==> config.mk <==
export PLATFORM = sky130hd
export DESIGN_NAME = turn_signal_controller
export DESIGN_NICKNAME = d
export VERILOG_FILES = /design/src/rtl/turn_signal_controller.sv
export SDC_FILE = /design/constraint.sdc
export NUM_CORES = 1
export LEC_CHECK = 0
export BUFFER_PORTS_ARGS = -buffer_cell sky130_fd_sc_hd__buf_2
export CAP_MARGIN = 0
export CORE_ASPECT_RATIO = 1.5
export CORE_MARGIN = 2
export CORE_UTILIZATION = 55
export CTS_CLUSTER_SIZE = 16
export DETAILED_ROUTE_END_ITERATION = 10
export PLACE_DENSITY_LB_ADDON = 0.15
export SYNTH_ARGS = -nofsm -noshare
export SYNTH_HDL_FRONTEND = slang
export SYNTH_SLANG_ARGS = --single-unit
==> constraint.sdc <==
create_clock -name Clock -period 2.2 [get_ports Clock]
set_clock_uncertainty 0.15 [all_clocks]
set_input_delay 0.11 -clock Clock [delete_from_list [all_inputs] [get_ports Clock]]
set_output_delay 0.11 -clock Clock [all_outputs]
set_load 0.005 [all_outputs]
==> src/rtl/turn_signal_controller.sv <==
// -----------------------------------------------------------------------------
// turn_signal_controller
//
// Front-end for the T-Bird tail-light FSM. It synchronizes and debounces the
// raw Left/Right/Hazard switches and arbitrates them into a single mode. It
// also produces the step-enable tick that paces the light sequence. The mode
// only moves on tick edges. Any change between incompatible modes is routed
// through a DRAIN interval with every request low, so the light FSM always
// returns to IDLE before starting a new pattern.
//
// Parameters
//   STEP_DIV     clock cycles per light step (>= 2), period of StepEn
//   DEBOUNCE     consecutive stable synchronized cycles to accept a change (>= 1)
//   DRAIN_STEPS  steps spent with all requests low between modes (>= 1)
//
// Ports
//   Clock     in   single clock, rising edge
//   ClearN    in   asynchronous active-low clear
//   LeftSw    in   raw left switch (asynchronous)
//   RightSw   in   raw right switch (asynchronous)
//   HazardSw  in   raw hazard switch (asynchronous)
//   StepEn    out  one-cycle tick every STEP_DIV cycles
//   Left      out  left request to the light FSM
//   Right     out  right request to the light FSM
//   Hazard    out  hazard request to the light FSM
//   Busy      out  high whenever the mode is not IDLE
// -----------------------------------------------------------------------------
module turn_signal_controller #(
  parameter int STEP_DIV    = 8,
  parameter int DEBOUNCE    = 4,
  parameter int DRAIN_STEPS = 3
) (
  input  logic Clock,
  input  logic ClearN,
  input  logic LeftSw,
  input  logic RightSw,
  input  logic HazardSw,
  output logic StepEn,
  output logic Left,
  output logic Right,
  output logic Hazard,
  output logic Busy
);

  localparam int PW = (STEP_DIV > 1) ? $clog2(STEP_DIV) : 1;
  localparam int DW = $clog2(DRAIN_STEPS) + 1;
  localparam int CW = $clog2(DEBOUNCE) + 1;

  typedef enum logic [2:0] {
    MODE_IDLE,
    MODE_LEFT,
    MODE_RIGHT,
    MODE_HAZ,
    MODE_DRAIN
  } mode_e;

  // ---------------------------------------------------------------------------
  // Input path: two-flop synchronizer and debounce filter for each switch.
  // Bit 0 is left, bit 1 is right, bit 2 is hazard.
  // ---------------------------------------------------------------------------
  logic [2:0] raw_sw;
  logic [2:0] sync1_q, sync2_q;
  logic [2:0] filt_q;

  assign raw_sw = {HazardSw, RightSw, LeftSw};

  // NOTE: sequential state uses non-blocking assignments, so every flop samples
  // the pre-edge values and the order of statements cannot create a race.
  always_ff @(posedge Clock or negedge ClearN) begin
    if (!ClearN) begin
      sync1_q <= '0;
      sync2_q <= '0;
    end else begin
      sync1_q <= raw_sw;
      sync2_q <= sync1_q;
    end
  end

  for (genvar g = 0; g < 3; g++) begin : g_debounce
    logic [CW-1:0] cnt_q;

    // A change is accepted on the DEBOUNCE-th consecutive cycle of mismatch.
    // Any cycle of agreement restarts the count, so short glitches are dropped.
    always_ff @(posedge Clock or negedge ClearN) begin
      if (!ClearN) begin
        cnt_q     <= '0;
        filt_q[g] <= 1'b0;
      end else if (sync2_q[g] == filt_q[g]) begin
        cnt_q <= '0;
      end else if (cnt_q == CW'(DEBOUNCE - 1)) begin
        cnt_q     <= '0;
        filt_q[g] <= sync2_q[g];
      end else begin
        cnt_q <= cnt_q + CW'(1);
      end
    end
  end

  // ---------------------------------------------------------------------------
  // Step prescaler: free-running counter. The tick is asserted in its last count.
  // ---------------------------------------------------------------------------
  logic [PW-1:0] pcnt_q;

  always_ff @(posedge Clock or negedge ClearN) begin
    if (!ClearN) begin
      pcnt_q <= '0;
    end else if (pcnt_q == PW'(STEP_DIV - 1)) begin
      pcnt_q <= '0;
    end else begin
      pcnt_q <= pcnt_q + PW'(1);
    end
  end

  assign StepEn = (pcnt_q == PW'(STEP_DIV - 1));

  // ---------------------------------------------------------------------------
  // Mode arbitration: evaluated only on tick edges.
  // ---------------------------------------------------------------------------
  mode_e         mode_q, mode_d;
  logic [DW-1:0] dcnt_q, dcnt_d;
  logic          left_q, right_q, hazard_q;
  logic          f_left, f_right, f_haz, want_haz;

  assign f_left   = filt_q[0];
  assign f_right  = filt_q[1];
  assign f_haz    = filt_q[2];
  // Both turn switches together are treated as a hazard request.
  assign want_haz = f_haz | (f_left & f_right);

  // NOTE: every signal driven here gets a default value first. Any path that
  // leaves a signal unassigned would otherwise infer a latch.
  always_comb begin
    mode_d = mode_q;
    dcnt_d = dcnt_q;
    if (StepEn) begin
      unique case (mode_q)
        MODE_IDLE: begin
          if (want_haz)     mode_d = MODE_HAZ;
          else if (f_left)  mode_d = MODE_LEFT;
          else if (f_right) mode_d = MODE_RIGHT;
        end
        MODE_LEFT: begin
          if (want_haz)                 mode_d = MODE_HAZ;
          else if (!(f_left & !f_right)) mode_d = MODE_DRAIN;
        end
        MODE_RIGHT: begin
          if (want_haz)                 mode_d = MODE_HAZ;
          else if (!(f_right & !f_left)) mode_d = MODE_DRAIN;
        end
        MODE_HAZ: begin
          if (!want_haz) mode_d = MODE_DRAIN;
        end
        MODE_DRAIN: begin
          // A hazard request cuts the drain short.
          if (want_haz)                mode_d = MODE_HAZ;
          else if (dcnt_q == DW'(0))   mode_d = MODE_IDLE;
          else                         dcnt_d = dcnt_q - DW'(1);
        end
        default: mode_d = MODE_IDLE;
      endcase
      // Entering DRAIN loads the count, so DRAIN lasts DRAIN_STEPS ticks.
      if (mode_d == MODE_DRAIN && mode_q != MODE_DRAIN) begin
        dcnt_d = DW'(DRAIN_STEPS - 1);
      end
    end
  end

  // Outputs are registered from the next mode. They change on the tick edge
  // and then hold steady for the whole step.
  always_ff @(posedge Clock or negedge ClearN) begin
    if (!ClearN) begin
      mode_q   <= MODE_IDLE;
      dcnt_q   <= '0;
      left_q   <= 1'b0;
      right_q  <= 1'b0;
      hazard_q <= 1'b0;
    end else begin
      mode_q   <= mode_d;
      dcnt_q   <= dcnt_d;
      left_q   <= (mode_d == MODE_LEFT);
      right_q  <= (mode_d == MODE_RIGHT);
      hazard_q <= (mode_d == MODE_HAZ);
    end
  end

  assign Left   = left_q;
  assign Right  = right_q;
  assign Hazard = hazard_q;
  assign Busy   = (mode_q != MODE_IDLE);

endmodule
* Word-level counts from Yosys, hierarchy flattened
Cells that the tools add are included.
** Operators by class
- Add/subtract/negate cells :: 5
- Equal/unequal tests :: 18
- Mux-type cells :: 24
- Bitwise gates (word level) :: 7
- Reduce and logical (&&, ||, !) cells :: 11
** Operators by type and width (number)
- 3-bit two-way mux :: 23
- 3-bit by 2-bit == test with 1-bit output, second input constant :: 7
- 3-bit case mux with 5 select lines :: 1
- 3-bit by 1-bit adder with 3-bit output, second input constant :: 4
- 3-bit == test, second input constant :: 3
- 3-bit by 1-bit == test with 1-bit output, second input constant :: 2
- 3-bit zero test :: 2
- 2-bit AND reduction :: 3
- 2-bit by 1-bit inequality test with 1-bit output, second input constant :: 2
- 4-bit AND reduction :: 1
- 1-bit AND :: 3
- 1-bit == test :: 3
- 3-bit inequality test, second input constant :: 1
- 1-bit NOT :: 3
- 3-bit nonzero test :: 1
- 3-bit by 1-bit subtractor with 3-bit output, second input constant :: 1
- 1-bit zero test :: 2
- 2-bit nonzero test :: 1
- 1-bit logical AND :: 1
- 1-bit OR :: 1
** Word-level totals
- Register bits after elaboration :: 30
- Input bits :: 5
- Word-level logic and storage cells :: 79

* Depth between registers and ports, before layout
- Depth after elaboration :: 10
- Gate-level depth with buffers :: 7
- Gate-level depth less buffers :: 7

* Worst setup path before layout
Ideal clock, no wire load.
- Kind :: register to register
- From :: register pcnt_q[0]
- To :: register hazard_q, in the netlist Hazard
- Library setup time :: 101 ps
- Data arrival time :: 1450 ps
- Path slack :: 499 ps
- Cell stages (with the launch flop) :: 7
- Path through :: dfrtp_1 > ha_1 > ha_1 > nand2_1 > o32a_1 > and2_1 > nor4_1
** On the way
- Word-level cells in the longest chain between the ends :: 3
** RTL lines
- start: declaration :: line 102 : logic [PW-1:0] pcnt_q;
- start signal: assignment :: line 110 : pcnt_q <= pcnt_q + PW'(1);
- 3-bit == test :: line 114 : assign StepEn = (pcnt_q == PW'(STEP_DIV - 1));
- named net StepEn :: line 38 : output logic StepEn,
- 3-bit two-way mux :: line 135 : if (StepEn) begin
- 3-bit by 2-bit == test with 1-bit output :: line 182 : hazard_q <= (mode_d == MODE_HAZ);
- end signal: assignment :: line 182
- end: declaration :: line 121 : logic left_q, right_q, hazard_q;
The timed path passes the listed nets, and every way through them passes these cells.
A chain may end at the register's enable or synchronous reset.

* Final worst setup path
- From :: register pcnt_q[0]
- To :: register hazard_q, in the netlist Hazard
** On the way
- Word-level cells in the longest chain between the ends :: 3
** RTL lines (line)
- 3-bit == test :: 114
- 3-bit two-way mux :: 135
- 3-bit by 2-bit == test with 1-bit output :: 182
Every way passes these cells.

==> summary.txt <==
Power and ir drop
  – Design Power: 0.00167 W
  – P_leak: 0.676 nW
  – Pwr dens: 1170 nW/um^2
  – VDD IR max: 0.690 mV

Critical path
  – Worst-path maximum fanout: 9
  – Worst setup SP type: register
  – Crit path DAT: 2.00 ns
  – Buf/Inv on CP: 0
  – Type of the worst setup path: register to register
  – CP peak stage delay: 0.35 ns
  – Most used cell, CP: ha_1
  – FF-to-FF path depth: 6
  – Critical Path, Cell by Cell: ha_1, ha_1, nand2_1, o32a_1, and2_1, nor4_1
  – FF-to-FF End: Hazard
  – Crit path required time: 2.25 ns
  – Slowest stage cell, crit path: dfrtp_1
  – Worst r2r src: pcnt_q[0]
  – CP top delay family: simple AND/OR/NAND/NOR gates
  – CP Capture Type: register
  – Reg2Reg Setup Slack: 0.26 ns

Synthesis
  – Cells after synthesis: 96
  – Post-synth EDFFs: 0
  – Post-Syn Nets: 108
  – Async set-reset flop share out of synthesis: 100%
  – Cell taking the most area after synthesis: dfrtp_1
  – Unique masters post-synth: 27
  – Yosys warns: 0
  – Seq cells post-synth: 30
  – Most used DFF post-synth: dfrtp_1
  – Sequential area share after synthesis: 60.0%
  – Yosys top cell area share: 60.0%
  – Avg Inst Size Synth: 13.0 um^2
  – Dominant cells by area after synthesis: dfrtp_1 (60%), ha_1 (7.0%), nor3b_1 (3.6%)
  – Synthesized cell area: 1250 um^2

Outcome
  – Run status: finished clean

Detailed routing
  – First-pass DRT Iterations: 4
  – DR DRC count: 0
  – Initial DRC count: 11
  – Vias per cell: 5.45
  – Post-DRT Antenna Nets: 0
  – WL/cell: 13.8 um
  – DRT Wirelength: 1940 um
  – Via count: 763

Global route
  – Most used routing layer: met2
  – Vias in the first global route: 816
  – Met2 GRT Util: 28.4%
  – Grt met1 use: 20.9%
  – Met3 Usage GRT: 5.20%
  – Largest net degree at the start of global routing: 31
  – Initial antenna violation count: 0
  – Overall track demand over capacity in global routing: 17.8%
  – First-pass GRT wire length: 3470 um
  – Grt ovf: 0

STA
  – Worst-Margin Slew: 0.645 ns
  – Unrepaired setup endpoints after global routing: no
  – Final Cycle Share: 88.3%
  – Final hold viol count: 0
  – Headroom to the max-slew limit: 57.0%
  – Final Setup Violations: 0
  – Final TNS setup: 0 ns
  – Slew Limit Fails: 0
  – Fmax: 0.515 GHz
  – Min Tclk post-route: 1.94 ns

Floorplan
  – Core Area: 2210 um^2
  – Initial Utilization: 56.7%
  – Std-Cell Rows: 21
  – IO Count: 10
  – Die Outline Area: 2680 um^2
  – Die height: 62.4 um
  – Die Width: 42.9 um

Finish
  – Ant diodes: 0
  – Nets: 128
  – Share of post-route cells with drive strength above 1: 19.7%
  – Fillers: 185
  – P&R area growth vs syn: 13.9%
  – Design Area, Final: 1430 um^2

Placed design
  – DP Area: 1330 um^2
  – # port buffers: 9
  – Placer Congestion: 0.745
  – DP HPWL: 1400 um

Clocking
  – H-tree depth: 2
  – Root Driver: clkbuf_4
  – TritonCTS buffer count: 5
  – Clock Tree Buf Depth: 2
  – Clk_lat worst skew: 0.33 ns
  – CTS tree: built
  – Clock Sinks: 30
  – Post-cts sizing count: 0
  – Clk slew on worst S/H paths: 0.09 ns

Min path
  – Hold WC Path Type: primary input to asynchronous set/reset pin

Flow run
  – MaxCap Viol Count: 0
worst register-to-register path: stages (launching register included):
cell and delay, ns:
dfrtp_1 0.35, ha_1 0.15, ha_1 0.34, nand2_1 0.09
o32a_1 0.28, and2_1 0.17, nor4_1 0.30
cell usage after synthesis (3+ instances only):
cell type / count
mux2_1: 3
nand2_1: 6
ha_1: 7
nor3_1: 3
inv_1: 7
nor2b_1: 6
nor4_1: 3
dfrtp_1: 30
nor2_1: 4
xnor2_1: 3
nor3b_1: 6
repair_timing:
action,in CTS,in global routing
endpoints found under the hold margin,33,0
hold buffers,4,0
setup endpoints to repair,0,0
setup buffers,0,0
layer usage:
layer,up-vias,wire (um)
li1,371,-
met1,371,804
met2,15,1020
met3,6,67
met4,0,40
met5,-,0
metrics by stage:
step | worst slack [ns] | cells | hold slack [ns] | utilization [%]
6_report | 0.258 | 140 | 0.187 | 64.6
5_1_grt | 0.132 | 140 | 0.214 | 64.6
4_1_cts | 0.249 | 140 | 0.188 | 64.6
3_5_place_dp | 0.273 | 128 | 0.0191 | 60.0
3_3_place_gp | 0.342 | 128 | 0.00900 | 60.0
2_1_floorplan | 0.499 | 96 | -0.336 | -
placed cells by master (no fill, tap or decap), drive strengths merged:
| cell | n |
|---|---|
| clkbuf | 7 |
| a21oi | 2 |
| nand4 | 1 |
| buf | 9 |
| nor4 | 3 |
| xnor2 | 3 |
| clkinv | 1 |
| o32ai | 1 |
| dfrtp | 30 |
| nand3 | 1 |
| nor2 | 4 |
| o32a | 1 |
| inv | 7 |
| nor3 | 3 |
| mux2 | 4 |
| o211ai | 1 |
| nand2b | 1 |
| nor2b | 6 |
| and2 | 2 |
| nor4b | 1 |
| dlygate4sd3 | 4 |
| o21ai | 2 |
| nand2 | 6 |
| ha | 7 |
| or2 | 1 |
| a41oi | 1 |
| a21o | 1 |
| nor3b | 6 |
| mux2i | 1 |
worst max-delay path by stage:
| stage | start | endpoint | slack [ns] | cells past startpoint |
|---|---|---|---|---|
| floorplan | pcnt_q[0] | Hazard | 0.50 | 6 |
| global placement | pcnt_q[0] | Right | 0.34 | 6 |
| detailed placement | pcnt_q[0] | Hazard | 0.27 | 6 |
| CTS | pcnt_q[0] | Hazard | 0.25 | 6 |
| global route | pcnt_q[0] | Hazard | 0.13 | 6 |
| finish | pcnt_q[0] | Hazard | 0.26 | 6 |
area by class of cell:
cell class,count,area (um^2),area share [%]
clock buffer,7,55.1,3.86
tap,23,28.8,2.02
clock inverter,1,5.00,0.351
timing repair buffer,13,85.1,5.97
inverter,7,26.3,1.84
sequential,30,751,52.7
multi-input combinational,59,474,33.3
sequential cells by signal (all words and copies together), names as in the netlist:
register          count
pcnt_q                3
mode_q                3
sync1_q               3
f_left                1
Left                  1
f_haz                 1
dcnt_q                3
f_right               1
Hazard                1
sync2_q               3
g_debounce.cnt_q      9
Right                 1
where the power goes:
part | total [W] | switching, W | internal (W)
registers | 0.000823 | 0.000125 | 0.000697
logic | 0.000517 | 0.000273 | 0.000244
clock network | 0.000328 | 0.000174 | 0.000155
cells by family (layout without fill, tap and decap cells):
group | after synthesis | count (layout) | share of synthesized area, %
XOR/XNOR | 3 | 3 | 2.10
buffers and inverters | 7 | 28 | 2.10
AO/OA/AOI/OAI | 9 | 9 | 6.60
adder cells (fa/ha/maj) | 7 | 7 | 7.00
AND/OR/NAND/NOR | 35 | 35 | 17.5
flip-flops | 30 | 30 | 60.0
multiplexers | 5 | 5 | 4.70
No activity file was read; power rests on OpenSTA's default activity.
